==> src/rtl/muldiv_pkg.sv <==
// muldiv_pkg: constants and types shared by the multiply/divide unit, the
// pipeline controller and the writeback mux.
//   MD_WIDTH       default operand / HI / LO width
//   MD_MULT..DIVU  op encodings driven on muldiv_unit.op
//   md_state_e     FSM state encoding (IDLE, CALC, FIX)
package muldiv_pkg;

  localparam int MD_WIDTH = 32;

  localparam logic [1:0] MD_MULT  = 2'b00;
  localparam logic [1:0] MD_MULTU = 2'b01;
  localparam logic [1:0] MD_DIV   = 2'b10;
  localparam logic [1:0] MD_DIVU  = 2'b11;

  typedef enum logic [1:0] {
    IDLE = 2'd0,
    CALC = 2'd1,
    FIX  = 2'd2
  } md_state_e;

  // op[0] clear marks the signed variants; op[1] set marks the divides.
  function automatic logic md_is_signed(input logic [1:0] op);
    return ~op[0];
  endfunction

  function automatic logic md_is_div(input logic [1:0] op);
    return op[1];
  endfunction

endpackage

==> src/rtl/muldiv_sign_fix.sv <==
// muldiv_sign_fix: conditional two's-complement negation. Used to take
// operand magnitudes on the way in and to re-apply result signs on the way
// out.
//   i_val  value to pass through or negate
//   i_neg  1 = output -i_val, 0 = output i_val
//   o_val  result, same width as i_val
module muldiv_sign_fix #(
  parameter int W = 32
) (
  input  logic [W-1:0] i_val,
  input  logic         i_neg,
  output logic [W-1:0] o_val
);

  logic [W-1:0] w_one;
  assign w_one = {{(W-1){1'b0}}, 1'b1};
  assign o_val = i_neg ? ((~i_val) + w_one) : i_val;

endmodule

==> src/rtl/muldiv_unit.sv <==
// muldiv_unit: iterative multiply / divide unit with architectural HI/LO.
// Ports:
//   clk, rst      rising-edge clock, asynchronous active-high reset
//   start, op     launch MULT/MULTU/DIV/DIVU; sampled only while idle
//   SrcA, SrcB    operands (SrcA is also the MTHI/MTLO data)
//   mthi, mtlo    write SrcA to HI / LO; honoured only when idle and start=0
//   busy          operation in flight (state != IDLE); controller stalls on it
//   done          one-cycle pulse after HI/LO were updated by an operation
//   hi, lo        HI / LO registers
//   o_dbg_state   current FSM state (md_state_e encoding)
// Handshake: start is a request with no ready; it is accepted on any edge
// where busy=0, and ignored (not queued) while busy=1. Completion is the done
// pulse, WIDTH+1 edges after acceptance.
module muldiv_unit
  import muldiv_pkg::*;
#(
  parameter int WIDTH = MD_WIDTH
) (
  input  logic             clk,
  input  logic             rst,
  input  logic             start,
  input  logic [1:0]       op,
  input  logic [WIDTH-1:0] SrcA,
  input  logic [WIDTH-1:0] SrcB,
  input  logic             mthi,
  input  logic             mtlo,
  output logic             busy,
  output logic             done,
  output logic [WIDTH-1:0] hi,
  output logic [WIDTH-1:0] lo,
  output logic [1:0]       o_dbg_state
);

  localparam int CW = $clog2(WIDTH + 1);

  md_state_e          r_state, w_state_nxt;
  logic [CW-1:0]      r_cnt;
  logic               r_is_div, r_neg_q, r_neg_r, r_done;
  logic [WIDTH-1:0]   r_b, r_hi, r_lo;
  // Multiply: {partial product, remaining multiplier bits}.
  // Divide:   {partial remainder, remaining dividend bits / quotient bits}.
  logic [2*WIDTH-1:0] r_acc;

  logic               w_sgn, w_b_zero;
  logic [WIDTH-1:0]   w_a_mag, w_b_mag, w_q, w_r;
  logic [2*WIDTH-1:0] w_prod, w_mul_nxt, w_div_nxt;
  logic [WIDTH:0]     w_mul_sum, w_div_trial;
  logic [WIDTH+1:0]   w_div_diff;

  assign w_sgn    = md_is_signed(op);
  assign w_b_zero = (SrcB == '0);

  muldiv_sign_fix #(.W(WIDTH)) u_mag_a (
    .i_val(SrcA), .i_neg(w_sgn & SrcA[WIDTH-1]), .o_val(w_a_mag));
  muldiv_sign_fix #(.W(WIDTH)) u_mag_b (
    .i_val(SrcB), .i_neg(w_sgn & SrcB[WIDTH-1]), .o_val(w_b_mag));

  // Shift-add step: add multiplicand when the current multiplier bit is set,
  // then shift the whole accumulator right one place.
  assign w_mul_sum = {1'b0, r_acc[2*WIDTH-1:WIDTH]} + (r_acc[0] ? {1'b0, r_b} : '0);
  assign w_mul_nxt = {w_mul_sum, r_acc[WIDTH-1:1]};

  // Restoring step: the trial remainder needs WIDTH+1 bits, the subtraction
  // one more so its top bit is a clean borrow flag.
  assign w_div_trial = {r_acc[2*WIDTH-1:WIDTH], r_acc[WIDTH-1]};
  assign w_div_diff  = {1'b0, w_div_trial} - {2'b00, r_b};
  assign w_div_nxt   = w_div_diff[WIDTH+1]
                     ? {w_div_trial[WIDTH-1:0], r_acc[WIDTH-2:0], 1'b0}
                     : {w_div_diff[WIDTH-1:0],  r_acc[WIDTH-2:0], 1'b1};

  // r_neg_q also carries the product sign for multiplies.
  muldiv_sign_fix #(.W(2*WIDTH)) u_fix_prod (
    .i_val(r_acc), .i_neg(r_neg_q), .o_val(w_prod));
  muldiv_sign_fix #(.W(WIDTH)) u_fix_quot (
    .i_val(r_acc[WIDTH-1:0]), .i_neg(r_neg_q), .o_val(w_q));
  muldiv_sign_fix #(.W(WIDTH)) u_fix_rem (
    .i_val(r_acc[2*WIDTH-1:WIDTH]), .i_neg(r_neg_r), .o_val(w_r));

  always_ff @(posedge clk or posedge rst) begin
    if (rst) r_state <= IDLE;
    else     r_state <= w_state_nxt;
  end

  always_comb begin
    w_state_nxt = r_state;
    case (r_state)
      IDLE:    if (start) w_state_nxt = CALC;
      CALC:    if (r_cnt == CW'(WIDTH - 1)) w_state_nxt = FIX;
      FIX:     w_state_nxt = IDLE;
      default: w_state_nxt = IDLE;
    endcase
  end

  always_ff @(posedge clk or posedge rst) begin
    if (rst) begin
      r_cnt    <= '0;
      r_is_div <= 1'b0;
      r_neg_q  <= 1'b0;
      r_neg_r  <= 1'b0;
      r_b      <= '0;
      r_acc    <= '0;
      r_hi     <= '0;
      r_lo     <= '0;
      r_done   <= 1'b0;
    end else begin
      r_done <= (r_state == FIX);
      case (r_state)
        IDLE: begin
          if (start) begin
            r_is_div <= md_is_div(op);
            r_b      <= w_b_mag;
            r_acc    <= {{WIDTH{1'b0}}, w_a_mag};
            r_cnt    <= '0;
            // Divide by zero keeps raw magnitudes: no sign is applied.
            r_neg_q  <= w_sgn & (SrcA[WIDTH-1] ^ SrcB[WIDTH-1]) & ~(md_is_div(op) & w_b_zero);
            r_neg_r  <= w_sgn & md_is_div(op) & SrcA[WIDTH-1] & ~w_b_zero;
          end else begin
            if (mthi) r_hi <= SrcA;
            if (mtlo) r_lo <= SrcA;
          end
        end
        CALC: begin
          r_acc <= r_is_div ? w_div_nxt : w_mul_nxt;
          r_cnt <= r_cnt + CW'(1);
        end
        FIX: begin
          if (r_is_div) begin
            r_lo <= w_q;
            r_hi <= w_r;
          end else begin
            {r_hi, r_lo} <= w_prod;
          end
        end
        default: ;
      endcase
    end
  end

  assign busy        = (r_state != IDLE);
  assign done        = r_done;
  assign hi          = r_hi;
  assign lo          = r_lo;
  assign o_dbg_state = r_state;

endmodule

==> config.mk <==
export PLATFORM = sky130hd
export DESIGN_NAME = muldiv_unit
export DESIGN_NICKNAME = d
export VERILOG_FILES = /design/src/rtl/muldiv_pkg.sv /design/src/rtl/muldiv_sign_fix.sv /design/src/rtl/muldiv_unit.sv
export SDC_FILE = /design/constraint.sdc
export NUM_CORES = 1
export LEC_CHECK = 0
export ABC_AREA = 0
export CAP_MARGIN = 40
export CORE_MARGIN = 4
export CORE_UTILIZATION = 55
export CTS_BUF_LIST = sky130_fd_sc_hd__clkbuf_16
export DETAILED_ROUTE_END_ITERATION = 7
export PLACE_DENSITY = 0.83
export SLEW_MARGIN = 20
export SYNTH_ARGS = -nofsm -noshare
export SYNTH_HDL_FRONTEND = slang
export SYNTH_HIERARCHICAL = 1
export SYNTH_SLANG_ARGS = --single-unit
==> constraint.sdc <==
create_clock -name clk -period 18.4 [get_ports clk]
set_input_delay 4.6 -clock clk [delete_from_list [all_inputs] [get_ports clk]]
set_output_delay 4.6 -clock clk [all_outputs]
set_load 0.05 [all_outputs]
* Yosys cells after proc, flatten, opt, wreduce, memory -nomap -nowiden *
Cells that the tools add are included.

storage, ports and cells
  output and inout port bits = 68
  word-level logic and storage cells = 76
  input port bits = 71
  bits in read-only memories = 0
  flip-flop bits (word level) = 172
  memory bits (writable) = 0
  bits in latches = 0
  memories = 0

operators by class
  shift operators = 0
  div/mod/pow operators = 0
  mux-type cells = 23
  bitwise gates (word level) = 17
  equal/unequal tests = 8
  $lt $le $gt $ge = 0
  reduce and logical (&&, ||, !) cells = 10
  $add $sub $neg = 8
  multipliers = 0

operators by type and width
  cell                                            count
  two-way mux 32 bit                              11
  two-way mux 64 bit                              4
  adder 32 x 1 -> 32 bit (second input constant)  4
  NOT 32 bit                                      4
  one-hot mux 32 bit (2 select lines)             2
  one-hot mux 64 bit (2 select lines)             1
  adder 64 x 1 -> 64 bit (second input constant)  1
  NOT 64 bit                                      1
  subtractor 33 x 32 -> 34 bit                    1
  adder 32 x 32 -> 33 bit                         1
  logical NOT 32 bit                              1
  one-hot mux 6 bit (2 select lines)              1
  != test 2 bit (second input constant)           5
  AND 1 bit                                       8
  adder 6 x 1 -> 6 bit (second input constant)    1
  == test 6 x 5 -> 1 bit (second input constant)  1
  two-way mux 6 bit                               1
  AND reduction 2 bit                             3
  AND reduction 3 bit                             2
  nonzero test 2 bit                              3
  two-way mux 2 bit                               2
  one-hot mux 2 bit (2 select lines)              1
  NOT 1 bit                                       3
  == test 2 x 1 -> 1 bit (second input constant)  1
  other kinds (3)                                 3

* Depth between registers and ports, before layout *
  depth after elaboration = 5
  mapped depth = 15
  gate-level depth less buffers = 14

* Cells and area by module *
The synthesis kept the hierarchy.

by module, submodules not included
  module                            cells an instance  area an instance (µm²)  instances  seq. area each (µm²)
  muldiv_unit                       1419               12172.9                 1          4304.1
  muldiv_sign_fix (u_fix_quot ...)  99                 777.0                   4          0.0
  muldiv_sign_fix (u_fix_prod)      206                1649.1                  1          0.0

* Worst setup path before layout *
No wires, ideal clock.

  path kind = input port to flip-flop
  from = in SrcA[6]
  to = reg r_acc[27]
  path buffers = 0
  data required time = 18318 ps
  cell stages on the path = 6
  arrival = 5894 ps
  library setup time = 82 ps
  path slack = 12424 ps
  path through = nor4_4 nand4b_2 o41ai_2 xnor2_1 nand2_1 a31oi_1

on the way
  longest elaborated chain between the ends = 5

RTL lines
  element                              RTL line               text
  start: declaration                   muldiv_unit.sv:23      input logic [WIDTH-1:0] SrcA,
  NOT 32 bit                           muldiv_sign_fix.sv:17  assign o_val = i_neg ? ((~i_val) + w_one) : i_val;
  adder 32 x 1 -> 32 bit               muldiv_sign_fix.sv:17
  two-way mux 32 bit                   muldiv_sign_fix.sv:17
  net w_a_mag[27]                      muldiv_unit.sv:45      logic [WIDTH-1:0] w_a_mag, w_b_mag, w_q, w_r;
  two-way mux 64 bit                   muldiv_unit.sv:109     if (start) begin
  one-hot mux 64 bit (2 select lines)  muldiv_unit.sv:107     case (r_state)
  end signal: assignment               muldiv_unit.sv:112     r_acc <= {{WIDTH{1'b0}}, w_a_mag};
  end signal: assignment               muldiv_unit.sv:123     r_acc <= r_is_div ? w_div_nxt : w_mul_nxt;
  end: declaration                     muldiv_unit.sv:42      logic [2*WIDTH-1:0] r_acc;

The timed path passes the listed nets, and every way through them passes these cells. The select of a mux whose other input is x is not followed.
A chain may end at the register's enable or synchronous reset.

* Worst setup path after layout *
  from = in SrcA[0]
  to = reg r_acc[26]

Same word-level chain as after synthesis.

==> results.tsv <==
metric	value	unit
number of buffers between clock root and the deepest sink	2	
part of the total power dissipated in sequential elements	0.255	
critical path data required time	18.78	ns
Clock Skew	0.0150	ns
cell chosen for the clock root	sky130_fd_sc_hd__clkbuf_16	
RSZ-0062 raised after global routing	no	
pin slew with the least headroom to its limit	0.833	ns
run status	finished, final reports clean	
ratio of final minimum period to clock period	0.355	
# placed instances	2459	
via/cell ratio	6.61	
number of nets in the final layout	2233	
most frequently used flop master after synthesis	sky130_fd_sc_hd__dfrtp_1	
min-delay worst type	reg2reg	
number of standard cells in the layout, taps in and fillers out	2493	
via count	16500	
area delta synth->final	13.7	%
synthesized area	16900	sq um
pin count of the biggest net entering global routing	80	
Synth top cells by count	sky130_fd_sc_hd__nand2_1 (233), sky130_fd_sc_hd__xnor2_1 (210), sky130_fd_sc_hd__dfrtp_1 (172)	
Internal Power	1.62	mW
TritonCTS buffer count	17	
library cell with the highest instance count after synthesis	sky130_fd_sc_hd__nand2_1	
cell types with the largest area share after synthesis	sky130_fd_sc_hd__dfrtp_1 (25%), sky130_fd_sc_hd__xnor2_1 (11%), sky130_fd_sc_hd__ha_1 (5.2%)	
Iteration-0 DRC Markers	1722	
dominant cell type by area after synthesis	sky130_fd_sc_hd__dfrtp_1	
post-route DRC violation count	0	
Pleak	7.45	nW
Hold Vio Cnt, Final	0	
CTS Hold Buffers Added	0	
Relative slew margins	0.445	
aggregate global-route resource usage	0.297	
number of global-route vias before repair	15600	
worst-path fanout max	5	
core region area	30000	sq um
fraction of layout cells with a size suffix above 1	0.0756	
Peak VDD IR	105	uV
Final ANT Viol Nets	0	
number of antenna violations at the first check in global routing	0	
Net Count, Synth	2164	
Final Max Tran Viols	0	
portion of total power attributed to combinational logic	0.641	
source-to-sink clock delay at the later pin of the worst-skew pair	0.45	ns
antenna cells	0	
Pwr per Cell Area	174	nW/um^2
power share of the clock group	0.104	
floorplan die width	183	um
number of optimization iterations in the first detailed-route pass	5	
Clk pin slew, worst setup/hold paths	0.08	ns
total half-perimeter wirelength after legalization and detailed placement	37500	um
total length of routed wires	51200	um
final estimated routing congestion in global placement	0.986	
proportion of register bits with asynchronous set or reset after synthesis	1.00	
proportion of synthesized chip area in sequential cells	0.254	
setup-violating endpoint count in the final report	0	
detailed-route wire length per cell	20.5	um
count of flip-flops with a built-in enable after synthesis	0	
reported net switching power	1.73	mW
number of warnings issued by yosys	6	
number of buffers added on ports	138	
synthesized netlist cell count	2021	
number of instances resized during post-cts repair	0	
launching element type of the critical path	input pin	
buffer count from post-CTS setup fixing	0	
area share of the largest cell type after synthesis	0.254	
post-synth cell types	89	
post-synthesis sequential element count	172	
global route overflow	0	
H-tree depth	4	
I/O pin total	139	
max-capacitance violation count	0	
row count	63	
Post-Route Setup TNS	0	ns
first-pass GRT wire length	82100	um
time the worst path needs with I/O delays and setup	6.53	ns
die area	33700	sq um
clock tree sinks	172	
Critical Path AT	6.90	ns
vertical die dimension	183	um
Initial Util	0.564	
crit path capture type	flop	
TritonCTS clock tree	built	
critical setup path kind	in2reg	
switching power share of the total	0.517	
Avg Inst Size Synth	8.38	sq um
total power of the final layout	3.35	mW
maximum achievable frequency	0.153	GHz
==> power by group through the flow <==
stage	Sequential [mW]	Clock, mW	Combinational (mW)
finish	0.855	0.348	2.15
global route	0.882	0.365	2.34
CTS	0.844	0.350	2.11
detailed placement	0.851	0	2.09
global placement	0.855	0	2.02
floorplan	0.876	0	1.53
==> state kept, by name (all words and copies together) (netlist names) <==
| signal | flops |
|---|---|
| r_acc | 64 |
| hi | 32 |
| lo | 32 |
| r_b | 32 |
| r_cnt | 6 |
| o_dbg_state | 2 |
| done | 1 |
| r_is_div | 1 |
| r_neg_q | 1 |
| r_neg_r | 1 |
==> metrics by stage <==
stage          setup WS (ns)  instance area, sq um   util  hold slack [ns]
6_report               11.87                 19300  0.641            0.474
5_1_grt                11.69                 19300  0.641            0.495
4_1_cts                11.85                 19200  0.640            0.479
3_5_place_dp           11.48                 18700  0.622            0.465
3_3_place_gp           11.43                 18500  0.616            0.455
2_1_floorplan           9.14                 16900      -            0.439
==> cell type report <==
type	instances	area, sq um
multi-input combinational	1673	12000
sequential	172	4310
fill	2485	10800
inverter	62	238
clock buffer	17	425
timing repair buffer	164	1720
clock inverter	15	118
tap	390	488
==> final timing paths <==
| path | from | end | slack [ns] | cells after the start |
|---|---|---|---|---|
| max | SrcA[0] | r_acc[26]$_DFFE_PP0P_ | 11.87 | 9 |
| min | r_cnt[5]$_DFFE_PP0P_ | r_cnt[5]$_DFFE_PP0P_ | 0.47 | 1 |
| min in group asynchronous | rst | r_b[3]$_DFFE_PP0P_ | 4.52 | 2 |
| max in group asynchronous | rst | r_neg_q$_DFFE_PP0P_ | 12.44 | 5 |
| max reg2reg | r_acc[0]$_DFFE_PP0P_ | r_acc[62]$_DFFE_PP0P_ | 14.47 | 13 |
| min reg2reg | r_cnt[5]$_DFFE_PP0P_ | r_cnt[5]$_DFFE_PP0P_ | 0.47 | 1 |
==> cell families (layout without fill, tap and decap cells) <==
logic type / Yosys count / in the layout / synth area share
xor+xnor: 230 / 230 / 0.119
buf+inv: 176 / 258 / 0.0417
compound gates: 651 / 651 / 0.274
mux: 74 / 74 / 0.0438
simple gates: 646 / 646 / 0.214
flops: 172 / 172 / 0.254
fa+ha+maj: 72 / 72 / 0.0541
==> critical path: stages <==
cell and delay (ns):
sky130_fd_sc_hd__clkdlybuf4s50_1 0.51, sky130_fd_sc_hd__inv_1 0.10, sky130_fd_sc_hd__ha_1 0.19, sky130_fd_sc_hd__nor2b_1 0.42, sky130_fd_sc_hd__nand2_1 0.18, sky130_fd_sc_hd__o41ai_1 0.49
sky130_fd_sc_hd__xnor2_1 0.17, sky130_fd_sc_hd__nand2_1 0.07, sky130_fd_sc_hd__a31oi_1 0.16
==> per-layer routing <==
metal  vias up  track usage  wire, um
met4         0        0.126      2180
li1       7590            -         -
met1      7856        0.394     21000
met2       868        0.489     23900
met3       160       0.0400      4100
met5         -            0         0
==> cell usage in the layout (no fill, tap or decap), drive strengths merged, types with 11 or more instances in the layout <==
| cell type | count |
|---|---|
| or3 | 20 |
| a211oi | 103 |
| or4 | 17 |
| nand3 | 41 |
| mux2i | 74 |
| clkbuf | 18 |
| nor4 | 40 |
| clkdlybuf4s50 | 138 |
| nand4 | 17 |
| nand2 | 233 |
| a21oi | 71 |
| xor2 | 20 |
| buf | 25 |
| dfrtp | 172 |
| ha | 70 |
| and2 | 39 |
| o211ai | 11 |
| a31oi | 36 |
| nor3 | 30 |
| o41ai | 52 |
| nand2b | 24 |
| xnor2 | 210 |
| inv | 68 |
| o21ai | 157 |
| nor2 | 92 |
| a21o | 90 |
| o31ai | 63 |
| or2 | 13 |
| nor2b | 51 |
(Power assumes the default switching activity.)
